==> config.mk <==
export PLATFORM = sky130hd
export DESIGN_NAME = pixel_sink
export DESIGN_NICKNAME = d
export VERILOG_FILES = /design/src/rtl/pixel_sink.sv
export SDC_FILE = /design/constraint.sdc
export NUM_CORES = 1
export LEC_CHECK = 0
export CORE_ASPECT_RATIO = 0.6
export CORE_UTILIZATION = 50
export CTS_CLUSTER_DIAMETER = 100
export DETAILED_ROUTE_END_ITERATION = 10
export GPL_TIMING_DRIVEN = 0
export PLACE_DENSITY = 0.7
export SLEW_MARGIN = 20
export SYNTH_ARGS = -nofsm -noshare
export SYNTH_HDL_FRONTEND = slang
export SYNTH_SLANG_ARGS = --single-unit
==> constraint.sdc <==
create_clock -name CLK -period 7.5 [get_ports CLK]
set_input_delay 1.5 -clock CLK [delete_from_list [all_inputs] [get_ports CLK]]
set_output_delay 1.5 -clock CLK [all_outputs]
set_load 0.02 [all_outputs]
==> src/rtl/pixel_sink.sv <==
// Pixel sink: deserializes bit-serial pixel words from the rasterizer and queues
// framebuffer writes through a small FIFO, with per-triangle completion tracking.
module pixel_sink #(
  parameter int unsigned WIDTH      = 320,
  parameter int unsigned HEIGHT     = 240,
  parameter int unsigned ADDR_W     = 17,
  parameter int unsigned FIFO_DEPTH = 4
) (
  input  logic              CLK,
  input  logic              RST,
  input  logic              PX_S,
  input  logic              PY_S,
  input  logic              C_S,
  input  logic              WSTART,
  input  logic              PVALID,
  input  logic              TRI_DONE,
  input  logic              FB_READY,
  output logic              FB_WE,
  output logic [ADDR_W-1:0] FB_ADDR,
  output logic [15:0]       FB_DATA,
  output logic              TRI_DONE_OUT,
  output logic [15:0]       PIX_CNT,
  output logic [7:0]        DROP_CNT,
  output logic              ERR
);

  localparam int unsigned PTR_W = (FIFO_DEPTH > 1) ? $clog2(FIFO_DEPTH) : 1;
  localparam int unsigned ENT_W = ADDR_W + 16;

  typedef enum logic {IDLE, SHIFT} state_t;

  state_t      state_reg;
  logic [3:0]  bit_cnt_reg;
  logic [14:0] x_sr_reg;
  logic [14:0] y_sr_reg;
  logic [14:0] c_sr_reg;
  logic        pvalid_reg;
  logic        pending_reg;
  logic [15:0] pix_cnt_reg;
  logic [7:0]  drop_cnt_reg;
  logic        err_reg;

  logic [ENT_W-1:0] mem [FIFO_DEPTH];
  logic [PTR_W-1:0] wr_ptr_reg;
  logic [PTR_W-1:0] rd_ptr_reg;
  logic [PTR_W:0]   count_reg;

  logic              word_done;
  logic [15:0]       x_word;
  logic [15:0]       y_word;
  logic [15:0]       c_word;
  logic              in_range;
  logic [ADDR_W-1:0] addr_full;
  logic              push_req;
  logic              push_ok;
  logic              pop;
  logic              drop;
  logic              fifo_empty;
  logic              fifo_full;
  logic              tri_done_out;
  logic [ENT_W-1:0]  head;

  // The 16th bit is taken straight off the serial lines so the push happens on
  // the very edge that samples it.
  assign word_done = (state_reg == SHIFT) && !WSTART && (bit_cnt_reg == 4'd15);
  assign x_word    = {x_sr_reg, PX_S};
  assign y_word    = {y_sr_reg, PY_S};
  assign c_word    = {c_sr_reg, C_S};
  assign in_range  = (32'(x_word) < WIDTH) && (32'(y_word) < HEIGHT);
  assign addr_full = ADDR_W'(32'(y_word) * WIDTH + 32'(x_word));
  assign push_req  = word_done && pvalid_reg && in_range;

  assign fifo_empty = (count_reg == '0);
  assign fifo_full  = (count_reg == (PTR_W+1)'(FIFO_DEPTH));
  assign pop        = !fifo_empty && FB_READY;
  assign push_ok    = push_req && (!fifo_full || pop);
  assign drop       = push_req && fifo_full && !pop;

  // A word in flight or queued writes keep the completion pulse back.
  assign tri_done_out = pending_reg && (state_reg == IDLE) && fifo_empty;

  assign head         = mem[rd_ptr_reg];
  assign FB_WE        = !fifo_empty;
  assign FB_ADDR      = FB_WE ? head[ENT_W-1:16] : '0;
  assign FB_DATA      = FB_WE ? head[15:0] : 16'h0000;
  assign TRI_DONE_OUT = tri_done_out;
  assign PIX_CNT      = pix_cnt_reg;
  assign DROP_CNT     = drop_cnt_reg;
  assign ERR          = err_reg;

  always_ff @(posedge CLK) begin
    if (push_ok)
      mem[wr_ptr_reg] <= {addr_full, c_word};
  end

  always_ff @(posedge CLK or posedge RST) begin
    if (RST) begin
      state_reg    <= IDLE;
      bit_cnt_reg  <= 4'd0;
      x_sr_reg     <= '0;
      y_sr_reg     <= '0;
      c_sr_reg     <= '0;
      pvalid_reg   <= 1'b0;
      pending_reg  <= 1'b0;
      pix_cnt_reg  <= 16'd0;
      drop_cnt_reg <= 8'd0;
      err_reg      <= 1'b0;
      wr_ptr_reg   <= '0;
      rd_ptr_reg   <= '0;
      count_reg    <= '0;
    end else begin
      // WSTART always (re)starts a word; mid-word it flags a framing error.
      if (WSTART) begin
        if (state_reg == SHIFT)
          err_reg <= 1'b1;
        state_reg   <= SHIFT;
        bit_cnt_reg <= 4'd1;
        pvalid_reg  <= PVALID;
        x_sr_reg    <= {14'd0, PX_S};
        y_sr_reg    <= {14'd0, PY_S};
        c_sr_reg    <= {14'd0, C_S};
      end else if (state_reg == SHIFT) begin
        x_sr_reg <= {x_sr_reg[13:0], PX_S};
        y_sr_reg <= {y_sr_reg[13:0], PY_S};
        c_sr_reg <= {c_sr_reg[13:0], C_S};
        if (bit_cnt_reg == 4'd15) begin
          state_reg   <= IDLE;
          bit_cnt_reg <= 4'd0;
        end else begin
          bit_cnt_reg <= bit_cnt_reg + 4'd1;
        end
      end

      if (push_ok)
        wr_ptr_reg <= wr_ptr_reg + 1'b1;
      if (pop)
        rd_ptr_reg <= rd_ptr_reg + 1'b1;
      if (push_ok && !pop)
        count_reg <= count_reg + 1'b1;
      else if (!push_ok && pop)
        count_reg <= count_reg - 1'b1;

      if (drop && (drop_cnt_reg != 8'hFF))
        drop_cnt_reg <= drop_cnt_reg + 8'd1;

      if (tri_done_out)
        pending_reg <= 1'b0;
      else if (TRI_DONE)
        pending_reg <= 1'b1;

      if (tri_done_out)
        pix_cnt_reg <= {15'd0, pop};
      else if (pop)
        pix_cnt_reg <= pix_cnt_reg + 16'd1;
    end
  end

endmodule
# ---- After elaboration in Yosys (flattened, before gate mapping)
# Memories as Yosys holds them, arrays and structs flattened.
# Cells that the tools add are included.
dict set report op_classes {
  addsub 8
  multipliers 1
  n_lt_le_gt_ge 2
  n_eq_ne 3
  muxes 22
  bitwise_logic 1
  n_reduce_logical 26
}
# cell n
set ops {}
lappend ops {{2-to-1 mux 15 bit} 6}
lappend ops {{2-to-1 mux 16 bit} 3}
lappend ops {{adder 17 x 16 -> 17 bit} 1}
lappend ops {{2-to-1 mux 17 bit} 1}
lappend ops {{adder 16 x 1 -> 16 bit (second input constant)} 1}
lappend ops {{< comparator 16 x 8 -> 1 bit (second input constant)} 1}
lappend ops {{< comparator 16 x 9 -> 1 bit (second input constant)} 1}
lappend ops {{multiplier 16 x 3 -> 11 bit (second input constant)} 1}
lappend ops {{logical AND 1 bit} 14}
lappend ops {{2-to-1 mux 4 bit} 3}
lappend ops {{adder 8 x 1 -> 8 bit (second input constant)} 1}
lappend ops {{inequality test 8 bit (second input constant)} 1}
lappend ops {{nonzero test 2 bit} 4}
lappend ops {{2-to-1 mux 1 bit} 7}
lappend ops {{2-to-1 mux 3 bit} 2}
lappend ops {{logical NOT 1 bit} 5}
lappend ops {{adder 2 x 1 -> 2 bit (second input constant)} 2}
lappend ops {{adder 4 x 1 -> 4 bit (second input constant)} 1}
lappend ops {{equality test 4 bit (second input constant)} 1}
lappend ops {{adder 3 x 1 -> 3 bit (second input constant)} 1}
lappend ops {{equality test 3 bit (second input constant)} 1}
lappend ops {{logical NOT 3 bit} 1}
lappend ops {{subtractor 3 x 1 -> 3 bit (second input constant)} 1}
lappend ops {{AND reduction 2 bit} 1}
lappend ops {{2 further kinds} 2}
dict set report word_totals {
  reg_bits 84
  mem_bits_rw 132
  in_bits 9
  out_inout_bits 60
  wordCells 77
  mem_count 1
}
# memory depth width rd rd_clocked_by_memory_dff write_ports line
set mem_list {}
lappend mem_list {mem 4 33 1 0 1 43} ;# logic [ENT_W-1:0] mem [FIFO_DEPTH];

# ---- Logic depth before layout (Yosys ltp)
# Gate-level depths: netlist (run 1).
dict set report logic_depth {
  word_depth 10
  ltp_mapped 13
  depth_no_buf 13
}

# ---- Worst setup path after synthesis (run 1)
# OpenSTA, ideal clock, no wires.
dict set report synth_timing {
  path_kind {input port to flip-flop}
  startpoint {input PY_S}
  endpoint {memory mem[0][32] in the netlist's numbering, data pin}
  setup_ns 0.278
  arrival_time_ns 3.957
  required_ns 7.222
  slack_ns 3.265
  path_stages 12
  n_path_buf 0
  cell_sequence {ha_1 -> ha_1 -> fa_1 -> a21o_2 -> a21oi_1 -> o21bai_1 -> a21oi_1 -> xnor2_1 -> ha_1 -> nand4_1 -> o21ai_0 -> xnor3_1}
}
dict set report synth_via {
  elab_chain_len 2
}
# element line
set synth_lines {}
lappend synth_lines {{start, declared} 12} ;# input logic PY_S,
lappend synth_lines {{multiplier 16 x 3 -> 11 bit} 70} ;# assign addr_full = ADDR_W'(32'(y_word) * WIDTH + 32'(x_word));
lappend synth_lines {{adder 17 x 16 -> 17 bit} 70}
lappend synth_lines {{named net addr_full[16]} 53} ;# logic [ADDR_W-1:0] addr_full;
lappend synth_lines {{end, declared} 43}
# The timed path passes the listed nets, and every way through them passes these cells.

# ---- Final worst setup path (run 1)
# Same ends and word-level chain as after synthesis.

==> results.py, run 1 <==
metrics = {
    "global_route": {
        "antenna_found_initial": 0,
        "grt_pass1_wl_mm": 29.8,
        "grt-ovfl-total": 0,
        "grt_max_degree": 54,
        "track_usage": 0.197,
        "grt_pass1_vias": 5456,
    },
    "timing": {
        "final_max_slew_viol_count": 0,
        "tightest_slew_ps": 677,
        "tns_ps": 0,
        "min_period_ps": 4570,
        "slew_headroom": 0.549,
        "worst_clock_skew_ps": 12.4,
        "grt_setup_unrepaired": "no",
        "final-setup-viol-count": 0,
        "hold_viol": 0,
        "fmax_mhz": 219,
        "setup_slack_ps": 2930,
        "period_share": 0.609,
    },
    "die": {
        "die-area_sq_um": 19600,
        "coreArea_sq_um": 18400,
        "fp.dieH_um": 109,
        "initial_utilization": 0.518,
        "num_rows": 38,
        "die_w_um": 180,
        "ioPinCount": 69,
    },
    "synth": {
        "syn_inst": 636,
        "ys_async_sr_fraction": 0.389,
        "synth-simple-area-share": 0.0970,
        "yosys_warnings": 0,
        "synth_seq_area_share": 0.638,
        "synth_top_flop_cell": "edfxtp_1",
        "synthAdderAreaFrac": 0.0511,
        "ys_types": 50,
        "synthMuxAreaShare": 0.137,
        "syn-num-nets": 682,
        "synth_seq_cells": 216,
        "synth-compound-area-share": 0.0317,
        "synth.avg_cell_area_sq_um": 14.9,
        "synth_area_sq_um": 9510,
        "synth-xor-area-share": 0.0272,
        "synth_top_family_by_area": "multiplexers",
        "synth_edf_count": 132,
    },
    "pwr": {
        "power.density_nw_per_um2": 294,
        "vdd_ir_drop_max_uv": 149,
        "p_leak_nw": 4.67,
    },
    "routing": {
        "routed_wl_mm": 18.6,
        "viasPerCell": 5.52,
        "via_count": 5438,
        "routedWlPerCell_um": 18.9,
        "drtIter0Drc": 350,
        "drc": 0,
        "postRouteAntennaNets": 0,
        "first_pass_iters": 4,
    },
    "cells_and_area": {
        "seqCellArea_sq_um": 6070,
        "nFillCells": 1404,
        "largest_register_ffs": 132,
        "drive_gt1_frac": 0.135,
        "multiInputGateArea_sq_um": 3270,
        "final_common_cell": "edfxtp_1",
        "layout.cells.most_common_list": "132 x edfxtp_1, 84 x dfrtp_1, 67 x clkdlybuf4s50_1",
        "n_antenna_cell": 0,
        "area_growth_syn_to_layout_pct": 18.4,
        "max_flop_register": "mem",
        "nets": 777,
    },
    "setup_path": {
        "cpPeakStageDelay_ps": 470,
        "endpoint_kind": "register",
        "start_kind": "input pin",
        "path_delay_family": "adder cells",
        "cp_slowest_cell": "clkdlybuf4s50_1",
        "crit_type": "input pin to register",
        "crit_path_cell_trace": "clkdlybuf4s50_1, ha_1, ha_1, fa_1, a21o_2, a21oi_1, o21bai_1, a21oi_1, xnor2_1, ha_1, nand4_1, o21ai_0, xnor3_1",
        "path_buf_inv": 1,
        "crit_required_ps": 7710,
        "cp_max_fo": 4,
        "arrival_ps": 4780,
        "path_common_cell": "ha_1",
    },
    "clock_network": {
        "clockBufferDepth": 3,
        "cts_tree": "done",
        "h-tree-depth": 1,
        "numCtsBuffers": 21,
        "postCtsSetupRepairBufs": 0,
        "cts-root-buf": "clkbuf_16",
        "clk_latency_ps": 490,
        "cts_resized": 0,
        "cts_hold_buf": 0,
        "clock_sinks": 216,
        "cts.clk_slew.worst_paths_ps": 60,
    },
    "status": {
        "outcome": "complete, no violations",
    },
    "place": {
        "io_buffer_count": 67,
        "gp_congestion": 0.811,
        "hpwl_mm": 13.0,
        "post-place-ws_ps": 2460,
    },
    "flow_run": {
        "timing.max_cap.violations": 0,
    },
    "worst_hold_path": {
        "hp-class": "register to register",
    },
}
[cell families (layout without fill, tap and decap cells)]
kind of cell	after synthesis	after routing
buffers and inverters	41	151
AO/OA/AOI/OAI	49	49
AND/OR/NAND/NOR	177	177
XOR/XNOR	28	28
flip-flops	216	216
multiplexers	88	88
adder cells (fa/ha/maj)	37	37
[path summary, 6_finish.rpt]
check / to / cells past startpoint / slack, ps / from
worst max-delay path: mem[0][32] / 13 / 2930 / PY_S
worst max register to register: mem[0][32] / 12 / 3850 / y_sr_reg[0]
worst min-delay path: ERR / 1 / 480 / ERR
min in group asynchronous: y_sr_reg[2] / 2 / 1360 / RST
worst min register to register: ERR / 1 / 480 / ERR
max in group asynchronous: c_sr_reg[6] / 3 / 5520 / RST
[report_power, final]
group | total [mW] | switching [mW] | internal [mW]
Sequential | 1.34 | 0.0398 | 1.30
Combinational | 0.970 | 0.478 | 0.492
Clock | 1.00 | 0.434 | 0.571
Total | 3.31 | 0.952 | 2.36
[layer usage]
layer | up-vias | wire (um) | global-route usage
met4 | 0 | 145 | 0.0324
met5 | - | 0 | 0
met3 | 16 | 897 | 0.0351
li1 | 2555 | - | -
met2 | 124 | 8270 | 0.299
met1 | 2743 | 9330 | 0.304
[area by class of cell]
| type | instances | share of cell area |
|---|---|---|
| Sequential cell | 216 | 0.539 |
| Multi-Input combinational cell | 379 | 0.291 |
| Timing Repair Buffer | 72 | 0.0698 |
| Clock buffer | 25 | 0.0498 |
| Tap cell | 240 | 0.0267 |
| Buffer | 24 | 0.00934 |
| Clock inverter | 13 | 0.00867 |
| Inverter | 17 | 0.00611 |
[stage by stage]
stage	hold slack, ps	util	total power, mW	area (sq um)	cells
after floorplan	464	-	1.96	9510	636
final	476	0.613	3.31	11300	986
after global placement	442	0.571	2.33	10500	943
after detailed placement	463	0.578	2.34	10600	948
after CTS	485	0.613	3.35	11300	986
after global routing	528	0.613	3.45	11300	986
[Yosys cell counts, drive strengths merged (11+ instances only)]
master / count / share of area
nand2: 24 / 0.0095
xnor2: 21 / 0.019
ha: 34 / 0.045
a21oi: 12 / 0.0063
clkbuf: 13 / 0.0051
edfxtp: 132 / 0.42
inv: 17 / 0.0070
mux4: 33 / 0.078
nor2: 60 / 0.024
nand3: 15 / 0.0079
o21ai: 18 / 0.0095
buf: 11 / 0.0059
nand4: 12 / 0.0079
mux2i: 49 / 0.052
dfrtp: 84 / 0.22
and2: 39 / 0.026
Power figures use the tool's default switching activity.
==> inputs of run 2 (changes only) <==
- PLACE_DENSITY: 0.7 -> 0.72
- clock period: 7.5 -> 4.1 ns (I/O delays scaled with it)
==> run 2 against run 1 <==
  * Cell count unchanged
  * Sequential share of layout area hardly changed
  * Total power rose by 83%
  * Combinational power up 84%
  * Clock skew fell by 6.4 ps
  * Setup slack got worse by 2700 ps
  * Core utilization is essentially flat
  * Clock power rose by 84%
  * Via count up 1.2%
  * Largest power group unchanged
==> results.py, run 2 (synthesized netlist as in run 1, its figures left out) <==
metrics = {
    "setup_path": {
        "path_buf_inv": 1,
        "cp_slowest_cell": "clkdlybuf4s50_1",
        "cp_max_fo": 4,
        "path_delay_family": "adder cells",
        "start_kind": "input pin",
        "rr_startpoint": "y_sr_reg[0]",
        "arrival_ps": 4120,
        "crit_path_cell_trace": "clkdlybuf4s50_1, ha_1, ha_1, fa_1, a21o_2, a21oi_1, o21bai_1, a21oi_1, xnor2_1, ha_1, nand4_1, o21ai_0, xnor3_1",
        "path_common_cell": "ha_1",
        "endpoint_kind": "register",
        "cpPeakStageDelay_ps": 480,
        "reg2reg_depth": 12,
        "crit_required_ps": 4320,
        "rr_endpoint": "mem[2][32]",
        "crit_type": "input pin to register",
        "ff2ff_setup_slack_ps": 440,
    },
    "timing": {
        "final_max_slew_viol_count": 0,
        "setup_slack_ps": 200,
        "period_share": 0.951,
        "final-setup-viol-count": 0,
        "tns_ps": 0,
        "holdWs_ps": 456,
        "fmax_mhz": 256,
        "min_period_ps": 3900,
        "grt_setup_unrepaired": "no",
        "tightest_slew_ps": 687,
        "worst_clock_skew_ps": 6.02,
        "hold_viol": 0,
        "slew_headroom": 0.542,
    },
    "cells_and_area": {
        "drive_gt1_frac": 0.134,
        "multiInputGateArea_sq_um": 3270,
        "fin_area_sq_um": 11300,
        "finalNonFillerCells": 986,
        "nets": 777,
        "max_flop_register": "mem",
        "n_antenna_cell": 0,
        "largest_register_ffs": 132,
        "nFillCells": 1330,
        "area_growth_syn_to_layout_pct": 18.4,
        "finish.utilization": 0.613,
        "seqCellArea_sq_um": 6070,
        "final_common_cell": "edfxtp_1",
        "layout.cells.most_common_list": "132 x edfxtp_1, 84 x dfrtp_1, 67 x clkdlybuf4s50_1",
    },
    "die": {
        "die_w_um": 180,
        "ioPinCount": 69,
        "coreArea_sq_um": 18400,
        "die-area_sq_um": 19600,
        "fp.dieH_um": 109,
        "num_rows": 38,
        "initial_utilization": 0.518,
    },
    "worst_hold_path": {
        "min_to": "ERR",
        "hp-class": "register to register",
        "hold_depth": 1,
        "hp-start": "ERR",
    },
    "place": {
        "post-place-ws_ps": -318,
        "gp_congestion": 0.813,
        "place_inst": 948,
        "dpl-instance-area_sq_um": 10600,
        "hpwl_mm": 12.8,
        "io_buffer_count": 67,
    },
    "global_route": {
        "grt_max_degree": 56,
        "grt_pass1_vias": 5575,
        "grt_pass1_wl_mm": 30.0,
        "track_usage": 0.199,
        "grt-ovfl-total": 0,
        "antenna_found_initial": 0,
    },
    "clock_network": {
        "clock_sinks": 216,
        "clk_latency_ps": 500,
        "cts_tree": "done",
        "postCtsSetupRepairBufs": 0,
        "cts.clk_slew.worst_paths_ps": 60,
        "numCtsBuffers": 21,
        "cts_hold_buf": 0,
        "cts-root-buf": "clkbuf_16",
        "cts_resized": 0,
        "h-tree-depth": 1,
        "clockBufferDepth": 3,
    },
    "routing": {
        "first_pass_iters": 6,
        "postRouteAntennaNets": 0,
        "via_count": 5505,
        "viasPerCell": 5.58,
        "drtIter0Drc": 455,
        "drc": 0,
        "routed_wl_mm": 18.7,
        "routedWlPerCell_um": 18.9,
    },
    "pwr": {
        "power.density_nw_per_um2": 539,
        "p_leak_nw": 4.67,
        "p_total_mw": 6.06,
        "vdd_ir_drop_max_uv": 283,
    },
    "status": {
        "outcome": "complete, no violations",
    },
    "flow_run": {
        "timing.max_cap.violations": 0,
    },
}
[run 2: cell count changes in the layout (fill, tap and decap cells not counted), sizes merged]
| cell | change |
|---|---|
| clkinvlp | -2 |
| clkbuf | +3 |
| bufinv | -1 |
[run 2: final cells by class]
| class | instances | area share |
|---|---|---|
| Clock buffer | 28 | 0.0536 |
| Clock inverter | 10 | 0.00467 |
| Buffer | 24 | 0.00934 |
| Sequential cell | 216 | 0.539 |
| Timing Repair Buffer | 72 | 0.0698 |
| Inverter | 17 | 0.00611 |
| Tap cell | 240 | 0.0267 |
| Multi-Input combinational cell | 379 | 0.291 |
[run 2: where the power goes]
group / switching (mW) / internal, mW / total [mW]
logic: 0.881 / 0.900 / 1.78
registers: 0.0738 / 2.37 / 2.44
clock network: 0.804 / 1.04 / 1.84
[run 2: worst max path at each step]
| stage | start | slack [ps] | depth (start not counted) | to |
|---|---|---|---|---|
| detailed placement | PY_S | -320 | 13 | mem[1][32] |
| floorplan | PY_S | 550 | 12 | mem[0][32] |
| global placement | PY_S | -290 | 13 | mem[0][32] |
| finish | PY_S | 200 | 13 | mem[2][32] |
| global route | PY_S | 50 | 13 | mem[2][32] |
| CTS | PY_S | 220 | 13 | mem[3][32] |
[run 2: per-layer routing]
layer	routed length (um)	GRT usage	vias to the layer above
li1	-	-	2546
met1	9010	0.299	2800
met2	8440	0.309	131
met3	945	0.0347	28
met4	283	0.0409	0
met5	0	0	-
==> inputs of run 3 (changes only) <==
- CORE_UTILIZATION: 50 -> 45
- PLACE_DENSITY: 0.72 -> 0.66
==> run 3 against run 2 <==
  * Combinational power hardly changed
  * Final area increased by 1.2%
  * Sequential power barely moved
  * Clock skew increased by 11 ps
  * Critical endpoint is now mem[3][32]
  * Highest routed layer unchanged
==> results.py, run 3 (synthesized netlist as in run 1, its figures left out) <==
metrics = {
    "status": {
        "outcome": "complete, no violations",
    },
    "setup_path": {
        "start_kind": "input pin",
        "crit_type": "input pin to register",
        "cp_max_fo": 4,
        "endpoint_kind": "register",
        "arrival_ps": 4160,
        "rr_startpoint": "y_sr_reg[0]",
        "crit_required_ps": 4330,
        "cp-startpoint": "PY_S",
    },
    "pwr": {
        "power.density_nw_per_um2": 550,
        "switching_share": 0.284,
        "p_total_mw": 6.26,
        "switching_power_mw": 1.78,
        "p_int_mw": 4.48,
        "p_leak_nw": 4.70,
        "p_seq_frac": 0.390,
        "vdd_ir_drop_max_uv": 334,
        "comb_power_share": 0.284,
        "clkPwrFrac": 0.326,
    },
    "cells_and_area": {
        "nFillCells": 1616,
        "n_antenna_cell": 0,
        "final_common_cell": "edfxtp_1",
        "max_flop_register": "mem",
        "finish.utilization": 0.559,
        "drive_gt1_frac": 0.138,
        "fin_area_sq_um": 11400,
        "layout.cells.most_common_list": "132 x edfxtp_1, 84 x dfrtp_1, 67 x clkdlybuf4s50_1",
        "area_growth_syn_to_layout_pct": 19.8,
        "nets": 778,
        "largest_register_ffs": 132,
    },
    "clock_network": {
        "clk_latency_ps": 510,
        "clockBufferDepth": 3,
        "postCtsSetupRepairBufs": 0,
        "clock_sinks": 216,
        "cts-root-buf": "clkbuf_16",
        "cts.clk_slew.worst_paths_ps": 60,
        "cts_hold_buf": 0,
        "cts_tree": "done",
        "numCtsBuffers": 22,
        "h-tree-depth": 1,
    },
    "global_route": {
        "grt_pass1_wl_mm": 30.3,
        "grt_pass1_vias": 5592,
        "grt_max_degree": 57,
        "antenna_found_initial": 0,
        "grt-ovfl-total": 0,
        "track_usage": 0.182,
    },
    "timing": {
        "min_period_ps": 3930,
        "tightest_slew_ps": 669,
        "hold_viol": 0,
        "fmax_mhz": 255,
        "final_max_slew_viol_count": 0,
        "tns_ps": 0,
        "worst_clock_skew_ps": 17.2,
        "grt_setup_unrepaired": "no",
        "slew_headroom": 0.548,
        "period_share": 0.958,
        "final-setup-viol-count": 0,
    },
    "routing": {
        "first_pass_iters": 5,
        "drc": 0,
        "postRouteAntennaNets": 0,
        "routed_wl_mm": 19.0,
        "via_count": 5480,
        "viasPerCell": 5.37,
        "drtIter0Drc": 391,
        "routedWlPerCell_um": 18.7,
    },
    "worst_hold_path": {
        "hp-start": "ERR",
        "hp-class": "register to register",
    },
    "die": {
        "num_rows": 40,
        "ioPinCount": 69,
        "coreArea_sq_um": 20400,
        "fp.dieH_um": 115,
        "die_w_um": 190,
        "die-area_sq_um": 21700,
        "initial_utilization": 0.467,
    },
    "place": {
        "hpwl_mm": 13.2,
        "dpl-instance-area_sq_um": 10600,
        "gp_congestion": 0.820,
        "io_buffer_count": 67,
    },
    "flow_run": {
        "timing.max_cap.violations": 0,
    },
}
==> run 3: power groups by stage <==
stage | combinational [mW] | clock [mW] | sequential (mW)
after floorplan | 1.08 | 0 | 2.50
after global placement | 1.79 | 0 | 2.48
after detailed placement | 1.81 | 0 | 2.49
after CTS | 1.81 | 2.08 | 2.44
after global routing | 1.92 | 2.18 | 2.45
final | 1.78 | 2.04 | 2.44
==> run 3: final cells by class <==
class / instances / area (sq um) / area share
Clock inverter: 9 / 115 / 0.0101
Buffer: 24 / 105 / 0.00923
Inverter: 17 / 68.8 / 0.00604
Multi-Input combinational cell: 379 / 3280 / 0.288
Timing Repair Buffer: 72 / 786 / 0.0690
Sequential cell: 216 / 6070 / 0.533
Tap cell: 273 / 342 / 0.0300
Clock buffer: 30 / 632 / 0.0555
==> run 3: layer usage <==
metal | global-route usage | part of all wire
met4 | 0.0349 | 0.013
met1 | 0.282 | 0.51
met3 | 0.0313 | 0.046
met5 | 0 | 0
met2 | 0.269 | 0.43
==> run 3: per-stage QoR <==
stage | instances | setup WS (ps) | hold WS [ps]
finish | 1020 | 171 | 468
global route | 1020 | 42.0 | 486
CTS | 1020 | 86.3 | 474
detailed placement | 981 | -452 | 448
global placement | 976 | -301 | 444
floorplan | 636 | 545 | 464
==> run 3: worst paths after layout <==
check                               to  slack, ps  cells past startpoint
setup / recovery            mem[3][32]        170                     13
hold / removal                     ERR        470                      1
setup reg to reg            mem[3][32]        410                     12
hold reg to reg                    ERR        470                      1
max in group asynchronous  c_sr_reg[3]       2820                      3
min in group asynchronous          ERR        660                      2
==> run 3: worst max-delay path, cell delays in order <==
cell and delay, ps:
clkdlybuf4s50_1 460, ha_1 220, ha_1 230, fa_1 420
a21o_2 230, a21oi_1 220, o21bai_1 100, a21oi_1 180
xnor2_1 210, ha_1 340, a21oi_1 160, o21ai_1 130
xnor3_2 430
==> run 3: what timing repair did <==
action                     CTS  global route
resized for setup            0             2
setup endpoints to repair    0             4
hold endpoints to repair     0             0
